--- config.mk ---
export PLATFORM = sky130hd
export DESIGN_NAME = fb_write_arbiter
export DESIGN_NICKNAME = d
export VERILOG_FILES = /design/src/rtl/fb_write_arbiter.sv
export SDC_FILE = /design/constraint.sdc
export NUM_CORES = 1
export LEC_CHECK = 0
export ABC_CLOCK_PERIOD_IN_PS = 2060
export BUFFER_PORTS_ARGS = -buffer_cell sky130_fd_sc_hd__clkbuf_2
export CAP_MARGIN = 15
export CORE_ASPECT_RATIO = 0.6
export CORE_MARGIN = 4
export CORE_UTILIZATION = 50
export DETAILED_ROUTE_END_ITERATION = 6
export PLACE_DENSITY = 0.87
export SLEW_MARGIN = 20
export SYNTH_ARGS = -nofsm -noshare
export SYNTH_HDL_FRONTEND = slang
export SYNTH_SLANG_ARGS = --single-unit
--- constraint.sdc ---
create_clock -name clk -period 2.06 [get_ports clk]
set_input_delay 0.309 -clock clk [delete_from_list [all_inputs] [get_ports clk]]
set_output_delay 0.309 -clock clk [all_outputs]
set_load 0.05 [all_outputs]
--- src/rtl/fb_write_arbiter.sv ---
// fb_write_arbiter
//
// Owns the single write port of the tile framebuffer memory controller.
// Two cell writers share the port: port 0 (game graphics) and port 1
// (overlay/score). A built-in clear engine fills every cell with one colour.
// When BLANK_ONLY is set, writes are issued only during vertical blanking
// (vc >= V_VISIBLE), so the displayed frame never tears.
//
// Ports
//   clk, rst                 clock, asynchronous active-high reset
//   vc                       vertical counter from the VGA timing block
//   clear_start/clear_color  start a full-buffer clear with the given colour
//   reqN/addrN/dataN         writer N request; held stable until gntN
//   gntN                     one-cycle grant, coincides with the issued write
//   wr_en/wr_addr/wr_data    write port of the memory controller
//   clearing                 clear engine owns the write port
//   clear_done               one-cycle pulse after the last clear write
//
// All outputs are registered. A grant decided on an edge is visible in the
// following cycle together with the write it carries.

module fb_write_arbiter #(
    parameter int CELLS      = 768,
    parameter int ADDR_W     = 10,
    parameter int V_VISIBLE  = 480,
    parameter int BLANK_ONLY = 1
) (
    input  logic              clk,
    input  logic              rst,
    input  logic [9:0]        vc,
    input  logic              clear_start,
    input  logic [7:0]        clear_color,
    input  logic              req0,
    input  logic [ADDR_W-1:0] addr0,
    input  logic [7:0]        data0,
    output logic              gnt0,
    input  logic              req1,
    input  logic [ADDR_W-1:0] addr1,
    input  logic [7:0]        data1,
    output logic              gnt1,
    output logic              wr_en,
    output logic [ADDR_W-1:0] wr_addr,
    output logic [7:0]        wr_data,
    output logic              clearing,
    output logic              clear_done
);

    localparam logic [9:0]        V_VIS     = 10'(V_VISIBLE);
    localparam logic [ADDR_W-1:0] LAST_CELL = ADDR_W'(CELLS - 1);

    // FINISH is the cycle in which the last clear write is visible; the
    // clear_done pulse is produced on the edge that leaves it.
    typedef enum logic [1:0] {
        RUN,
        CLEAR,
        FINISH
    } state_t;

    state_t              state_reg, state_next;
    logic [ADDR_W-1:0]   cnt_reg, cnt_next;
    logic [7:0]          color_reg, color_next;
    logic                ptr_reg, ptr_next;      // port favoured on a tie
    logic [1:0]          gnt_reg, gnt_next;
    logic                wr_en_reg, wr_en_next;
    logic [ADDR_W-1:0]   wr_addr_reg, wr_addr_next;
    logic [7:0]          wr_data_reg, wr_data_next;
    logic                clearing_reg, clearing_next;
    logic                done_reg, done_next;

    logic                win;
    logic [1:0]          req_vec;
    logic [1:0]          elig;
    logic                pick1;

    assign win     = (BLANK_ONLY == 0) || (vc >= V_VIS);
    assign req_vec = {req1, req0};

    // A port whose grant is showing this cycle has its request ignored, so
    // the held request that was just served cannot be granted twice.
    generate
        for (genvar gi = 0; gi < 2; gi++) begin : g_elig
            assign elig[gi] = req_vec[gi] & ~gnt_reg[gi];
        end
    endgenerate

    assign pick1 = elig[1] & (~elig[0] | ptr_reg);

    always_comb begin
        state_next    = state_reg;
        cnt_next      = cnt_reg;
        color_next    = color_reg;
        ptr_next      = ptr_reg;
        gnt_next      = 2'b00;
        wr_en_next    = 1'b0;
        wr_addr_next  = wr_addr_reg;
        wr_data_next  = wr_data_reg;
        clearing_next = clearing_reg;
        done_next     = 1'b0;

        case (state_reg)
            RUN: begin
                if (clear_start) begin
                    state_next    = CLEAR;
                    cnt_next      = '0;
                    color_next    = clear_color;
                    clearing_next = 1'b1;
                end else if (win && (elig != 2'b00)) begin
                    wr_en_next = 1'b1;
                    if (pick1) begin
                        gnt_next     = 2'b10;
                        wr_addr_next = addr1;
                        wr_data_next = data1;
                        ptr_next     = 1'b0;
                    end else begin
                        gnt_next     = 2'b01;
                        wr_addr_next = addr0;
                        wr_data_next = data0;
                        ptr_next     = 1'b1;
                    end
                end
            end

            CLEAR: begin
                // Outside the window the counter simply stalls.
                if (win) begin
                    wr_en_next   = 1'b1;
                    wr_addr_next = cnt_reg;
                    wr_data_next = color_reg;
                    if (cnt_reg == LAST_CELL) begin
                        cnt_next   = '0;
                        state_next = FINISH;
                    end else begin
                        cnt_next = cnt_reg + ADDR_W'(1);
                    end
                end
            end

            FINISH: begin
                clearing_next = 1'b0;
                done_next     = 1'b1;
                state_next    = RUN;
            end

            default: begin
                state_next    = RUN;
                clearing_next = 1'b0;
            end
        endcase
    end

    always_ff @(posedge clk or posedge rst) begin
        if (rst) begin
            state_reg    <= RUN;
            cnt_reg      <= '0;
            color_reg    <= '0;
            ptr_reg      <= 1'b0;
            gnt_reg      <= 2'b00;
            wr_en_reg    <= 1'b0;
            wr_addr_reg  <= '0;
            wr_data_reg  <= '0;
            clearing_reg <= 1'b0;
            done_reg     <= 1'b0;
        end else begin
            state_reg    <= state_next;
            cnt_reg      <= cnt_next;
            color_reg    <= color_next;
            ptr_reg      <= ptr_next;
            gnt_reg      <= gnt_next;
            wr_en_reg    <= wr_en_next;
            wr_addr_reg  <= wr_addr_next;
            wr_data_reg  <= wr_data_next;
            clearing_reg <= clearing_next;
            done_reg     <= done_next;
        end
    end

    assign gnt0       = gnt_reg[0];
    assign gnt1       = gnt_reg[1];
    assign wr_en      = wr_en_reg;
    assign wr_addr    = wr_addr_reg;
    assign wr_data    = wr_data_reg;
    assign clearing   = clearing_reg;
    assign clear_done = done_reg;

endmodule

==> reports/qor.tcl, run 1 <==
set qor(r2r_slack_ns) 0.19
set qor(setup_repair_after_global_routing_missed_its_margin) {no}
set qor(hold-worst-slack_ns) 0.116
set qor(route.detailed.drc) 0
set qor(synth_enable_flop_cells) 0
set qor(number_of_register_bits_inferred_by_synthesis) 44
set qor(critical_path.endpoint_type) {flip-flop}
set qor(postSynthAreaPerCell_sq_um) 10.2
set qor(finClkSkew_ns) 0.00279
set qor(timing_worst_setup_path_type) {flip-flop to flip-flop}
set qor(timing.critical_path.cells) {nor2b_1 -> buf_4 -> o41ai_4 -> nor2_2 -> mux2_2}
set qor(static-leakage-power_nw) 1.40
set qor(synth-warning-count) 0
set qor(layoutNonFillerInstCount) 367
set qor(post_drt_via_cell_ratio) 5.77
set qor(clkLatencyLatePin_ns) 0.30
set qor(synth_seq_area_share_pct) 46.9
set qor(synth_top_area_share_pct) 46.9
set qor(firstDrtPassIters) 5
set qor(wl_met1_um) 2530
set qor(postCtsSetupRepairBufs) 0
set qor(die_width_um) 96.5
set qor(totalWireLength_um) 6010
set qor(globalRoute.totalOverflow) 0
set qor(worstPathMaxFanout) 9
set qor(reg2reg_depth) 5
set qor(detail_route.iter0.violations) 167
set qor(syn-num-nets) 291
set qor(worstReg2RegStart) {state_reg[0]}
set qor(period_minus_slack_ns) 1.87
set qor(crit_buf_inv) 1
set qor(start_util_pct) 54.3
set qor(timing.max_cap.violations) 0
set qor(cts_tree) {done}
set qor(outcome) {completed}
set qor(timing_hold_violations_final) 0
set qor(num_io_pins) 82
set qor(number_of_sinks_handled_by_clock_tree_synthesis) 44
set qor(dp_hpwl_um) 4290
set qor(post-route-worst-setup-slack_ns) 0.187
set qor(number_of_input_and_output_port_buffers_inserted) 76
set qor(cts.root.buffer_cell) {clkbuf_8}
set qor(insertedDiodeCount) 0
set qor(async_reset_ff_share_pct) 100
set qor(most_frequent_standard_cell_in_the_layout_excluding_fill_and_tap_cells) {clkbuf_2}
set qor(dr_wl_met3_um) 519
set qor(fill_cells) 355
set qor(path_delay_family) {simple AND/OR/NAND/NOR gates}
set qor(timing.final.crit_share_pct) 90.9
set qor(setup_tns_ns) 0
set qor(core_area_sq_um) 4320
set qor(crit_path_max_incr_delay_ns) 0.54
set qor(placedCellCount) 360
set qor(floorplan.die_area_sq_um) 5890
set qor(netlist_area_sq_um) 2350
set qor(dr_wl_met2_um) 2870
set qor(placement_rows) 18
set qor(arrival_ns) 2.11
set qor(timing.rr.end) {cnt_reg[0]}
set qor(final_net_count) 367
set qor(setup_viol) 0
set qor(ant_nets) 0
set qor(timing.fmax_mhz) 534
set qor(path_clk_slew_ns) 0.08
set qor(synth.largest_area_cell) {dfrtp_1}
set qor(areaGrowthSynthToFinish_pct) 22.9
set qor(maximum_vdd_ir_drop_mv) 0.855
set qor(synth_top_flop_cell) {dfrtp_1}
set qor(maxSlewViolCount) 0
set qor(number_of_buffers_inserted_during_clock_tree_synthesis) 5
set qor(power_density_nw_per_um2) 1500
set qor(globalplace.congestion) 0.835
set qor(first_pass_grt_wire_length_um) 9960
set qor(worstMarginPinSlew_ns) 0.738
set qor(vias) 2116
set qor(worst_setup_path_start_kind) {flip-flop}
set qor(count_of_different_cell_masters_after_synthesis) 44
set qor(crit_required_ns) 2.30
set qor(htree_levels) 2
set qor(clock_path_buffers) 2
set qor(grt_use_total_pct) 22.5
set qor(layout.cells.most_common_list) {clkbuf_2, dfrtp_1, mux2_2, nor2_1, o21ai_0}
set qor(height_of_the_die_um) 61.1
set qor(drive_above_1_share_pct) 41.0
set qor(vias_in_the_first_global_route) 2186
set qor(dr.max_layer_used) {met4}
set qor(place_ws_ns) 0.102
set qor(antenna_found_initial) 0
set qor(ys_top_cells_by_area) {dfrtp_1, mux2_2, o21ai_0, a31oi_1, nor2_1}
set qor(routedWlPerCell_um) 16.4
set qor(grt_max_degree) 45
set qor(max_slew_margin_pct) 50.5
set qor(netlist_instances) 231
set qor(worstHoldPathType) {input port to async pin}
set qor(slowest_stage) {dfrtp_1}
## how the worst max path moves through the flow
stage	slack [ns]	end	from	depth (start not counted)
2_1_floorplan	0.18	wr_addr[1]	gnt_reg[0]	5
3_3_place_gp	0.22	wr_data[3]	gnt_reg[0]	4
3_5_place_dp	0.10	wr_addr[0]	gnt_reg[0]	4
4_1_cts	0.09	wr_addr[0]	gnt_reg[0]	4
5_1_grt	0.08	cnt_reg[0]	state_reg[0]	5
6_report	0.19	cnt_reg[0]	state_reg[0]	5
## through the flow
| stage | cell area (sq um) | power [mW] | utilization, % |
|---|---|---|---|
| 2_1_floorplan | 2350 | 3.22 | - |
| 3_3_place_gp | 2800 | 3.72 | 64.7 |
| 3_5_place_dp | 2800 | 3.79 | 64.7 |
| 4_1_cts | 2880 | 4.31 | 66.6 |
| 5_1_grt | 2890 | 4.57 | 66.8 |
| 6_report | 2890 | 4.32 | 66.8 |
## cell families after synthesis
group | share of synthesized area (%)
AOI/OAI and AO/OA | 17.3
adders and majority gates | 0.533
muxes | 13.4
xor gates and xnor gates | 0.373
and+or+nand+nor | 17.3
DFF | 46.9
buffers and inverters | 4.32
## per-layer routing
metal  vias to the layer above  global-route usage, %
met5                         -                      0
li1                        995                      -
met4                         0                   7.78
met1                      1013                   30.3
met3                        12                   4.76
met2                        96                   36.8
## synth_stat cells, types with 2 or more instances
cell type and n:
o21ai_0 23, a22o_1 5, and4_1 2, inv_1 5, dfrtp_1 44, nor2b_1 6, a21o_1 2, nor4_1 3
buf_4 2, nor2_1 26, a31oi_1 17, and3_1 2, nand2_1 8, a21oi_1 2, clkbuf_1 2, mux2_2 27
buf_2 9, nand2b_1 3, nand3_1 18
## where the power goes
group,internal [mW],switching (mW)
Sequential,1.20,0.238
Combinational,0.847,1.51
Clock,0.230,0.293
## tightest hold or removal path, delay by kind of cell
kind                   cells  cell delay, ns
buffers and inverters      3            0.57
## repair_timing
item                       in CTS  in global routing
setup endpoints to repair       0                  6
hold buffers                    0                  0
gates resized for setup         0                  1
## final cells by class
type | count | area [sq um] | share of cell area (%)
Multi-Input combinational cell | 167 | 1160 | 40.1
Sequential cell | 44 | 1100 | 38.1
Timing Repair Buffer | 84 | 453 | 15.7
Tap cell | 60 | 75.1 | 2.60
Clock buffer | 5 | 68.8 | 2.38
Inverter | 5 | 18.8 | 0.650
Clock inverter | 2 | 12.5 | 0.433
Power figures use the tool's default switching activity.
==> run 2: changes to the inputs <==
--- a/config.mk
+++ b/config.mk
@@ -13,6 +13,7 @@
 export CORE_UTILIZATION = 50
 export DETAILED_ROUTE_END_ITERATION = 6
 export PLACE_DENSITY = 0.87
+export RECOVER_POWER = 100
 export SLEW_MARGIN = 20
 export SYNTH_ARGS = -nofsm -noshare
 export SYNTH_HDL_FRONTEND = slang
==> reports/qor.tcl, run 2 (synthesis gave the netlist of run 1 again) <==
set qor(worstPathMaxFanout) 19
set qor(slowest_stage) {o211ai_4}
set qor(maximum_vdd_ir_drop_mv) 0.841
set qor(resize_count_post_cts) 0
set qor(timing_worst_setup_path_type) {flip-flop to flip-flop}
set qor(fin_area_sq_um) 2840
set qor(worst_setup_path_start_kind) {flip-flop}
set qor(static-leakage-power_nw) 1.32
set qor(cts-hold-fix-buffers) 0
set qor(globalRoute.totalOverflow) 0
set qor(insertedDiodeCount) 0
set qor(grt_use_total_pct) 22.5
set qor(ant_nets) 0
set qor(max_slew_margin_pct) 28.4
set qor(timing.final.crit_share_pct) 92.7
set qor(number_of_input_and_output_port_buffers_inserted) 76
set qor(min_from) {clear_color[0]}
set qor(timing.fmax_mhz) 523
set qor(height_of_the_die_um) 61.1
set qor(detail_route.iter0.violations) 139
set qor(drive_above_1_share_pct) 32.6
set qor(fill_cells) 374
set qor(final_net_count) 367
set qor(crit_required_ns) 2.25
set qor(layout.cells.most_common_list) {clkbuf_2, dfrtp_1, mux2_2, nor2_1}
set qor(clkLatencyLatePin_ns) 0.30
set qor(floorplan.die_area_sq_um) 5890
set qor(first_pass_grt_wire_length_um) 9960
set qor(core_area_sq_um) 4320
set qor(path_delay_family) {compound AO/OA/AOI/OAI gates}
set qor(route.detailed.drc) 0
set qor(totalWireLength_um) 6110
set qor(maxSlewViolCount) 0
set qor(setup_tns_ns) 0
set qor(postCtsSetupRepairBufs) 0
set qor(worstMarginPinSlew_ns) 1.07
set qor(power_density_nw_per_um2) 1500
set qor(startpoint) {gnt_reg[0]}
set qor(firstDrtPassIters) 4
set qor(placement_rows) 18
set qor(htree_levels) 2
set qor(globalplace.congestion) 0.835
set qor(arrival_ns) 2.10
set qor(num_io_pins) 82
set qor(crit_buf_inv) 0
set qor(crit_path_max_incr_delay_ns) 0.62
set qor(setup_viol) 0
set qor(path_clk_slew_ns) 0.08
set qor(total_power_consumption_mw) 4.25
set qor(die_width_um) 96.5
set qor(most_frequent_standard_cell_in_the_layout_excluding_fill_and_tap_cells) {clkbuf_2}
set qor(vias_in_the_first_global_route) 2186
set qor(start_util_pct) 54.3
set qor(period_minus_slack_ns) 1.91
set qor(grt_max_degree) 45
set qor(dp_hpwl_um) 4290
set qor(antenna_found_initial) 0
set qor(cts_tree) {done}
set qor(routedWlPerCell_um) 16.6
set qor(place_area_sq_um) 2800
set qor(clock_path_buffers) 2
set qor(worstHoldPathType) {input port to flip-flop}
set qor(finClkSkew_ns) 0.00264
set qor(post_drt_via_cell_ratio) 5.83
set qor(timing.critical_path.cells) {nand2b_1 -> a21oi_1 -> o211ai_4 -> mux2_2}
set qor(areaGrowthSynthToFinish_pct) 20.8
set qor(number_of_sinks_handled_by_clock_tree_synthesis) 44
set qor(cts.root.buffer_cell) {clkbuf_8}
set qor(timing_hold_violations_final) 0
set qor(setup_repair_after_global_routing_missed_its_margin) {no}
set qor(number_of_buffers_inserted_during_clock_tree_synthesis) 5
set qor(worstReg2RegStart) {gnt_reg[0]}
set qor(critical_path.endpoint_type) {flip-flop}
set qor(timing.max_cap.violations) 0
set qor(sequential_cell_area_sq_um) 1100
set qor(multi_input_comb_area_sq_um) 1150
set qor(vias) 2141
set qor(outcome) {completed}
set qor(final_core_util_pct) 65.6
-- run 2: cell type report --
type                       count  area share, %
multi-input combinational    167           40.5
sequential                    44           38.8
timing repair buffer          84           14.6
tap                           60           2.65
clock buffer                   5           2.43
inverter                       5          0.661
clock inverter                 2          0.441
-- run 2: worst paths after layout --
kind / endpoint / slack (ns) / cells past startpoint
min: color_reg[0] / 0.24 / 2
min in group asynchronous: wr_addr[2] / 0.33 / 3
min reg2reg: clearing / 0.51 / 1
max: wr_addr[3] / 0.15 / 4
max reg2reg: wr_addr[3] / 0.15 / 4
max in group asynchronous: wr_addr[8] / 1.09 / 3
-- run 2: metal layers --
layer	GRT usage, %	wire, um	up-vias
li1	-	-	997
met1	30.3	2590	1030
met2	36.8	2900	102
met3	4.76	520	12
met4	7.78	101	0
met5	0	0	-
-- run 2: worst reg2reg max path, delay by kind of cell, from the launching register on --
family / cells / cell delay [ns]
multiplexers: 1 / 0.42
flip-flops: 1 / 0.45
AO/OA/AOI/OAI: 2 / 0.76
AND/OR/NAND/NOR: 1 / 0.18
-- run 2: per-stage QoR --
| stage | setup slack (ns) | std cells | hold WS, ns |
|---|---|---|---|
| final | 0.150 | 367 | 0.242 |
| after global routing | 0.0962 | 367 | 0.244 |
| after CTS | 0.0937 | 367 | 0.132 |
| after detailed placement | 0.102 | 360 | 0.460 |
| after global placement | 0.224 | 360 | 0.451 |
| after floorplan | 0.183 | 231 | 0.461 |
-- run 2: where the power goes --
part           leakage [nW]  switching, mW  internal (mW)
Sequential            0.552          0.232           1.20
Combinational         0.730           1.51          0.791
Clock                0.0400          0.289          0.230
Total                  1.32           2.04           2.22
